### src/rtl/stream_pkg.sv
// -----------------------------------------------------------------------------
// stream_pkg: shared types and helpers for the stream width converters.
//   cnt_width(ratio) : bits needed to hold a beat count in 0..ratio
//   PACK_MAX_RATIO   : largest supported beats-per-word ratio
//   pack_count_t     : beat count type wide enough for PACK_MAX_RATIO
// -----------------------------------------------------------------------------
package stream_pkg;

    localparam int unsigned PACK_MAX_RATIO = 16;

    // Width of a counter that must represent 0..ratio inclusive.
    function automatic int unsigned cnt_width(input int unsigned ratio);
        return $clog2(ratio + 1);
    endfunction

    typedef logic [$clog2(PACK_MAX_RATIO + 1)-1:0] pack_count_t;

endpackage : stream_pkg

### src/rtl/pack_out_reg.sv
// -----------------------------------------------------------------------------
// pack_out_reg: wide output holding register with valid/ready handshake.
//   clk, rst : clock, asynchronous active-high reset
//   load_i   : capture data_i and raise valid on this edge
//   data_i   : word to capture
//   ready_i  : downstream accepts the held word
//   valid_o  : held word is valid (registered)
//   data_o   : held word (registered)
// A load has priority over a drain, so a word leaving and a new word
// arriving in the same cycle keeps valid_o high without a bubble.
// The caller must only assert load_i when the register is free or draining.
// -----------------------------------------------------------------------------
module pack_out_reg
    import stream_pkg::*;
#(
    parameter int unsigned W = 128
) (
    input  logic         clk,
    input  logic         rst,
    input  logic         load_i,
    input  logic [W-1:0] data_i,
    input  logic         ready_i,
    output logic         valid_o,
    output logic [W-1:0] data_o
);

    logic         valid_q, valid_d;
    logic [W-1:0] data_q,  data_d;

    // Next-state: load wins over drain.
    always_comb begin
        valid_d = valid_q;
        data_d  = data_q;
        if (load_i) begin
            valid_d = 1'b1;
            data_d  = data_i;
        end else if (valid_q && ready_i) begin
            valid_d = 1'b0;
        end
    end

    // State register.
    always_ff @(posedge clk or posedge rst) begin
        if (rst) begin
            valid_q <= 1'b0;
            data_q  <= '0;
        end else begin
            valid_q <= valid_d;
            data_q  <= data_d;
        end
    end

    assign valid_o = valid_q;
    assign data_o  = data_q;

endmodule : pack_out_reg

### src/rtl/stream_packer.sv
// -----------------------------------------------------------------------------
// stream_packer: gathers RATIO narrow valid/ready beats into one registered
// WIDTH*RATIO-bit word, little-endian lane order (beat k -> lane k).
//   clk, rst   : clock, asynchronous active-high reset
//   in_valid   : upstream beat valid
//   in_ready   : packer accepts a beat this cycle (combinational on out_ready)
//   in_data    : upstream beat payload
//   out_valid  : packed word valid (registered)
//   out_ready  : downstream accepts the packed word
//   out_data   : packed word (registered)
//   flush      : PACKER_FLUSH_EN only; emit the partial word
//   out_count  : PACKER_FLUSH_EN only; number of valid lanes in out_data
// Optional feature macro: PACKER_FLUSH_EN.
// -----------------------------------------------------------------------------
module stream_packer
    import stream_pkg::*;
#(
    parameter int unsigned WIDTH = 32,
    parameter int unsigned RATIO = 4
) (
    input  logic                          clk,
    input  logic                          rst,
    input  logic                          in_valid,
    output logic                          in_ready,
    input  logic [WIDTH-1:0]              in_data,
    output logic                          out_valid,
    input  logic                          out_ready,
    output logic [WIDTH*RATIO-1:0]        out_data
`ifdef PACKER_FLUSH_EN
    ,
    input  logic                          flush,
    output logic [cnt_width(RATIO)-1:0]   out_count
`endif
);

    localparam int unsigned OUT_W  = WIDTH * RATIO;
    localparam int unsigned CNT_W  = $clog2(RATIO);
    localparam int unsigned OCNT_W = cnt_width(RATIO);

    logic [CNT_W-1:0]              cnt_q, cnt_d;
    logic [RATIO-2:0][WIDTH-1:0]   acc_q, acc_d;

    logic             last_slot;
    logic             out_free;
    logic             in_fire;
    logic             complete;
    logic             load;
    logic [OUT_W-1:0] load_data;

    assign last_slot = (cnt_q == CNT_W'(RATIO - 1));
    assign out_free  = !out_valid || out_ready;

`ifdef PACKER_FLUSH_EN
    logic              flush_pending_q, flush_pending_d;
    logic              flush_load;
    logic [OCNT_W-1:0] out_count_q, out_count_d;
    logic [OUT_W-1:0]  partial_word;

    // Only the completing beat waits for the output; a pending flush blocks all.
    assign in_ready   = (!last_slot || out_free) && !flush_pending_q;
    assign flush_load = flush_pending_q && out_free;
`else
    // Only the completing beat waits for the output register to free.
    assign in_ready = !last_slot || out_free;
`endif

    assign in_fire  = in_valid && in_ready;
    assign complete = in_fire && last_slot;

    // Slot counter and assembly array.
    always_comb begin
        cnt_d = cnt_q;
        acc_d = acc_q;
        if (in_fire) begin
            if (last_slot) begin
                cnt_d = '0;
            end else begin
                cnt_d = cnt_q + CNT_W'(1);
                for (int k = 0; k < int'(RATIO) - 1; k++) begin
                    if (cnt_q == CNT_W'(k)) begin
                        acc_d[k] = in_data;
                    end
                end
            end
        end
`ifdef PACKER_FLUSH_EN
        // in_ready is low while flushing, so this never collides with in_fire.
        if (flush_load) begin
            cnt_d = '0;
        end
`endif
    end

`ifdef PACKER_FLUSH_EN
    // Flush request: needs at least one gathered beat after this cycle.
    // A beat that completes the word already emits it in full, so the flush
    // is dropped rather than producing an empty word.
    always_comb begin
        flush_pending_d = flush_pending_q;
        if (flush_load) begin
            flush_pending_d = 1'b0;
        end else if (flush && !flush_pending_q && !complete &&
                     ((cnt_q != '0) || in_fire)) begin
            flush_pending_d = 1'b1;
        end
    end

    // Partial word: lanes below cnt carry data, the rest read as zero.
    always_comb begin
        partial_word = '0;
        for (int k = 0; k < int'(RATIO) - 1; k++) begin
            if (CNT_W'(k) < cnt_q) begin
                partial_word[k*WIDTH +: WIDTH] = acc_q[k];
            end
        end
    end

    // Beat count travelling with the held word.
    always_comb begin
        out_count_d = out_count_q;
        if (complete) begin
            out_count_d = OCNT_W'(RATIO);
        end else if (flush_load) begin
            out_count_d = OCNT_W'(cnt_q);
        end
    end

    assign load      = complete || flush_load;
    assign load_data = flush_load ? partial_word : {in_data, acc_q};
    assign out_count = out_count_q;
`else
    assign load      = complete;
    assign load_data = {in_data, acc_q};
`endif

    // State registers.
    always_ff @(posedge clk or posedge rst) begin
        if (rst) begin
            cnt_q <= '0;
            acc_q <= '0;
        end else begin
            cnt_q <= cnt_d;
            acc_q <= acc_d;
        end
    end

`ifdef PACKER_FLUSH_EN
    always_ff @(posedge clk or posedge rst) begin
        if (rst) begin
            flush_pending_q <= 1'b0;
            out_count_q     <= '0;
        end else begin
            flush_pending_q <= flush_pending_d;
            out_count_q     <= out_count_d;
        end
    end
`endif

    pack_out_reg #(
        .W (OUT_W)
    ) u_out_reg (
        .clk     (clk),
        .rst     (rst),
        .load_i  (load),
        .data_i  (load_data),
        .ready_i (out_ready),
        .valid_o (out_valid),
        .data_o  (out_data)
    );

endmodule : stream_packer

### config.mk
export PLATFORM = sky130hd
export DESIGN_NAME = stream_packer
export DESIGN_NICKNAME = d
export VERILOG_FILES = /design/src/rtl/stream_pkg.sv /design/src/rtl/pack_out_reg.sv /design/src/rtl/stream_packer.sv
export SDC_FILE = /design/constraint.sdc
export NUM_CORES = 1
export LEC_CHECK = 0
export CORE_ASPECT_RATIO = 1.5
export CORE_MARGIN = 2
export CORE_UTILIZATION = 30
export CTS_CLUSTER_DIAMETER = 30
export CTS_CLUSTER_SIZE = 40
export DETAILED_ROUTE_END_ITERATION = 7
export GPL_ROUTABILITY_DRIVEN = 0
export PLACE_DENSITY_LB_ADDON = 0.2
export REMOVE_ABC_BUFFERS = 1
export SLEW_MARGIN = 20
export SYNTH_ARGS = -nofsm -noshare
export SYNTH_HDL_FRONTEND = slang
export SYNTH_SLANG_ARGS = --single-unit
export TNS_END_PERCENT = 30
### constraint.sdc
create_clock -name clk -period 12 [get_ports clk]
set_input_delay 1.8 -clock clk [delete_from_list [all_inputs] [get_ports clk]]
set_output_delay 1.8 -clock clk [all_outputs]
set_load 0.1 [all_outputs]
# Yosys cells after proc, flatten, opt, wreduce, memory -nomap -nowiden
# Cells that the tools add are included.
# op_classes
add_sub_neg,1
n_mul,0
div_mod_pow,0
n_lt_le_gt_ge,0
eq_ne,3
n_shift,0
muxes,3
bitwise,1
reduce_logical,12
# op_table
cell,count
3-bit AND reduction,3
2-bit equality test (second input constant),2
1-bit logical AND,3
2-bit by 1-bit adder with 2-bit output (second input constant),1
2-bit by 1-bit equality test with 1-bit output (second input constant),1
1-bit zero test,2
2-bit zero test,1
1-bit logical OR,2
1-bit two-way mux,2
2-bit two-way mux,1
2-bit nonzero test,1
1-bit inverter,1
# word_totals
ff_bits,227
latch_bits,0
mem_bits_rw,0
mem_bits_ro,0
in_bits,36
output_inout_bits,130
wordCells,26
mem_count,0

# Logic depth before layout (Yosys ltp)
# logic_depth
word_depth,6
mapped_depth,6
depth_no_buf,4

# Hierarchy
# From an unflattened synthesis, not the netlist that was laid out.
# hier_totals
hier_cells,500
hier_area_um2,9007.4
# by_module_without_submodules
module,instances,cells_per_inst,area_each_um2,seq_area_each_um2
pack_out_reg,1,274,4835.9,3228.1
stream_packer,1,226,4171.5,2452.4

# Worst setup path after synthesis
# No wires, ideal clock.
# synth_timing
kind,input to output
startpoint,input port out_ready
endpoint,output port in_ready
arrival_ns,2.642
required_time_ns,10.200
slack_ns,7.558
stages,1
n_path_buf,0
path_cell_list,nand3b_1
# synth_between
elab_chain_len,2
# synth_rtl
item,line,rtl
from (decl),stream_packer.sv:27,"input logic out_ready,"
1-bit logical OR,stream_packer.sv:51,assign out_free = !out_valid || out_ready;
1-bit logical OR,stream_packer.sv:64,assign in_ready = !last_slot || out_free;
to (decl),stream_packer.sv:24,"output logic in_ready,"
# No other way between the ends.

# Final worst setup path
# Ends and elaborated chain as after synthesis.

==> impl_results.html <==
<table>
<tr><th>Metric</th><th>Value</th></tr>
<tr><th colspan="2">Run status</th></tr>
<tr><td>Outcome</td><td>complete, no violations</td></tr>
<tr><th colspan="2">GRT</th></tr>
<tr><td>Highest-utilization routing layer at the global route stage</td><td>met2</td></tr>
<tr><td>Maximum number of pins on one net before global-route repair</td><td>146</td></tr>
<tr><td>Number of antenna violations at the first check in global routing</td><td>0</td></tr>
<tr><td>GR Util met3</td><td>3.13%</td></tr>
<tr><td>Global-route met1 utilization</td><td>14.1%</td></tr>
<tr><td>All-Layer GR Usage</td><td>12.7%</td></tr>
<tr><td>Total overflow reported by the global router</td><td>0</td></tr>
<tr><td>Met2 Use GR</td><td>22.9%</td></tr>
<tr><td>Vias in the first global route</td><td>5359</td></tr>
<tr><td>Wire length of the first global-routing pass</td><td>30000 microns</td></tr>
<tr><th colspan="2">Critical path</th></tr>
<tr><td>Arrival time of data at the critical path endpoint</td><td>3.68 ns</td></tr>
<tr><td>Largest driver fanout on the critical path</td><td>4</td></tr>
<tr><td>Setup slack on the worst flop-to-flop path</td><td>9.44 ns</td></tr>
<tr><td>Worst Setup Start Kind</td><td>primary input</td></tr>
<tr><td>Critical path capture point type</td><td>primary output</td></tr>
<tr><td>Data required time of the critical path</td><td>10.20 ns</td></tr>
<tr><td>Worst setup path category</td><td>in -&gt; out</td></tr>
<tr><th colspan="2">Routing</th></tr>
<tr><td>Via count</td><td>4814</td></tr>
<tr><td>Mean number of vias per cell</td><td>4.51</td></tr>
<tr><td>Overall routed net length</td><td>18400 microns</td></tr>
<tr><td>Number of DRC violations after detailed-routing iteration 0</td><td>144</td></tr>
<tr><td>Routed length per instance</td><td>17.3 microns</td></tr>
<tr><td>Router iterations before antenna repair</td><td>3</td></tr>
<tr><td>Total DRC errors in the routed layout</td><td>0</td></tr>
<tr><td>ANT nets after route</td><td>0</td></tr>
<tr><th colspan="2">Synth</th></tr>
<tr><td>Netlist cell types</td><td>20</td></tr>
<tr><td>Portion of synthesized cell area occupied by the leading cell type</td><td>65.6%</td></tr>
<tr><td>Average footprint of a synthesized cell</td><td>17.5 sq um</td></tr>
<tr><td>Synth Warn #</td><td>0</td></tr>
<tr><td>Sequential fraction of the synthesis area</td><td>65.6%</td></tr>
<tr><td>Number of flip-flops and latches in the synthesized netlist</td><td>227</td></tr>
<tr><td>Most instantiated flip-flop cell in the synthesis netlist</td><td>dfrtp_1</td></tr>
<tr><td>Top cells by count, synth</td><td>dfrtp_1 (227), mux2_2 (217), buf_6 (17)</td></tr>
<tr><td>Count of flip-flops with a built-in enable after synthesis</td><td>0</td></tr>
<tr><td>Most area-consuming cells after synthesis</td><td>dfrtp_1 (66%), mux2_2 (28%), buf_6 (2.2%), mux2_4 (1.0%), ha_1 (0.58%)</td></tr>
<tr><td>Combined area of all synthesized cells</td><td>8660 sq um</td></tr>
<tr><td>Most used standard cell by instance count after synthesis</td><td>dfrtp_1</td></tr>
<tr><td>Post-synthesis instance total</td><td>495</td></tr>
<tr><td>Library cell with the largest summed area after synthesis</td><td>dfrtp_1</td></tr>
<tr><td>Share of async-settable or async-resettable flops after synthesis</td><td>100%</td></tr>
<tr><th colspan="2">Job</th></tr>
<tr><td>Maximum Capacitance Violations</td><td>0</td></tr>
<tr><th colspan="2">Clock network</th></tr>
<tr><td>Clock tree from TritonCTS</td><td>done</td></tr>
<tr><td>Clock transition at the registers of the reported paths</td><td>0.05 ns</td></tr>
<tr><td>Number of buffers created by CTS</td><td>41</td></tr>
<tr><td>Clock root buffer</td><td>clkbuf_16</td></tr>
<tr><td>Number of clock sinks</td><td>227</td></tr>
<tr><td>Longest Clk Path Bufs</td><td>3</td></tr>
<tr><td>Post-cts repair resize count</td><td>0</td></tr>
<tr><td>Post-CTS setup buffer count</td><td>0</td></tr>
<tr><td>Clock latency reported for the late side of the worst-skew pair</td><td>0.52 ns</td></tr>
<tr><td>Level count of the clock H-tree</td><td>2</td></tr>
<tr><td>Number of buffers inserted by hold repair at cts</td><td>0</td></tr>
<tr><th colspan="2">Die</th></tr>
<tr><td>Die Wd</td><td>143 microns</td></tr>
<tr><td>Number of placed I/O pins</td><td>166</td></tr>
<tr><td>Core area</td><td>28500 sq um</td></tr>
<tr><td>Number of core rows</td><td>76</td></tr>
<tr><td>Starting density of the core</td><td>30.3%</td></tr>
<tr><td>Die area</td><td>30300 sq um</td></tr>
<tr><td>Floorplan die height</td><td>212 microns</td></tr>
<tr><th colspan="2">STA</th></tr>
<tr><td>Number of hold violations in the final report</td><td>0</td></tr>
<tr><td>Final total negative setup slack</td><td>0 ns</td></tr>
<tr><td>Max Clock Skew</td><td>0.0154 ns</td></tr>
<tr><td>Max-slew headroom</td><td>30.1%</td></tr>
<tr><td>Slew Limit Fails</td><td>0</td></tr>
<tr><td>Fmax</td><td>0.183 GHz</td></tr>
<tr><td>Hold WS</td><td>0.484 ns</td></tr>
<tr><td>RSZ-0062 raised after global routing</td><td>false</td></tr>
<tr><td>Post-route clock period utilization</td><td>45.7%</td></tr>
<tr><td>Post-layout min period</td><td>5.48 ns</td></tr>
<tr><td>Transition time of the tightest slew-check pin</td><td>1.05 ns</td></tr>
<tr><td>Setup violations, final</td><td>0</td></tr>
<tr><th colspan="2">Layout</th></tr>
<tr><td>Nets</td><td>724</td></tr>
<tr><td>Number of cells in the finished layout apart from fillers</td><td>1067</td></tr>
<tr><td>Area growth from synthesis to layout</td><td>38.5%</td></tr>
<tr><td>Fraction of layout instances using a drive strength above 1</td><td>42.3%</td></tr>
<tr><td>ANT cells</td><td>0</td></tr>
<tr><td>Count of fill cells added during filler insertion</td><td>2618</td></tr>
<tr><th colspan="2">Placed design</th></tr>
<tr><td>Port Buffers</td><td>165</td></tr>
<tr><td>Placed instance count</td><td>991</td></tr>
<tr><td>Detailed Place HPWL</td><td>11400 microns</td></tr>
<tr><th colspan="2">Min path</th></tr>
<tr><td>Worst min-delay path class</td><td>reg -&gt; reg</td></tr>
</table>
[routing by layer]
metal	vias to the layer above	wire (microns)
met5	-	0
met1	2526	6830
met4	0	490
li1	2136	-
met3	33	868
met2	119	10200
[per-stage QoR]
stage	setup WS (ns)	utilization [%]	cell area (sq um)
after global placement	6.51	36.9	10500
after global routing	6.46	42.0	12000
after detailed placement	6.53	36.9	10500
after floorplan	3.98	-	8390
final	6.52	42.0	12000
after CTS	6.51	41.9	12000
[worst paths after layout]
| kind | start | to | depth (start not counted) |
|---|---|---|---|
| max in group asynchronous | rst | u_out_reg.data_o[13] | 4 |
| hold / removal | acc_q[46] | u_out_reg.data_o[46] | 1 |
| setup / recovery | out_ready | in_ready | 3 |
| min in group asynchronous | rst | u_out_reg.data_o[9] | 2 |
| hold reg to reg | acc_q[46] | u_out_reg.data_o[46] | 1 |
| setup reg to reg | cnt_q[0] | u_out_reg.data_o[32] | 5 |
[cells by family (layout without fill, tap and decap cells)]
family / after synthesis / after routing / share of synthesized area (%)
AND/OR/NAND/NOR: 7 / 7 / 0.679
AO/OA/AOI/OAI: 5 / 5 / 0.390
flip-flops: 227 / 227 / 65.6
multiplexers: 224 / 224 / 29.4
buffers and inverters: 28 / 249 / 3.34
adder cells (fa/ha/maj): 4 / 4 / 0.578
[state kept, by name, indices dropped and copies added (netlist names)]
register,count
cnt_q,2
u_out_reg.data_o,128
u_out_reg.valid_o,1
acc_q,96
[critical path: stages]
cell and delay (ns):
clkdlybuf4s50_1 0.51, nand3b_1 0.19, clkdlybuf4s50_1 1.17
[cell usage in the layout (no fill, tap or decap), types with 2 or more instances in the layout]
cell type / instances
clkinv_2: 6
clkinv_4: 4
inv_6: 3
clkbuf_1: 6
clkinvlp_4: 4
nand2_4: 3
clkdlybuf4s50_1: 165
bufinv_16: 6
clkbuf_16: 43
mux2_2: 217
clkbuf_8: 3
buf_4: 2
dfrtp_1: 227
inv_1: 4
ha_1: 4
mux2_4: 6
[area by class of cell]
type                            instances  area [sq um]  area share [%]
Inverter                                5          26.3           0.219
Tap cell                              351           439            3.66
Clock inverter                         23           302            2.52
Sequential cell                       227          5680            47.4
Multi-Input combinational cell        240          2700            22.5
Timing Repair Buffer                  169          1710            14.2
Clock buffer                           52          1140            9.51
Power is not shown: default switching activity piles up to over one toggle a cycle in this logic, so the estimate is an artifact.
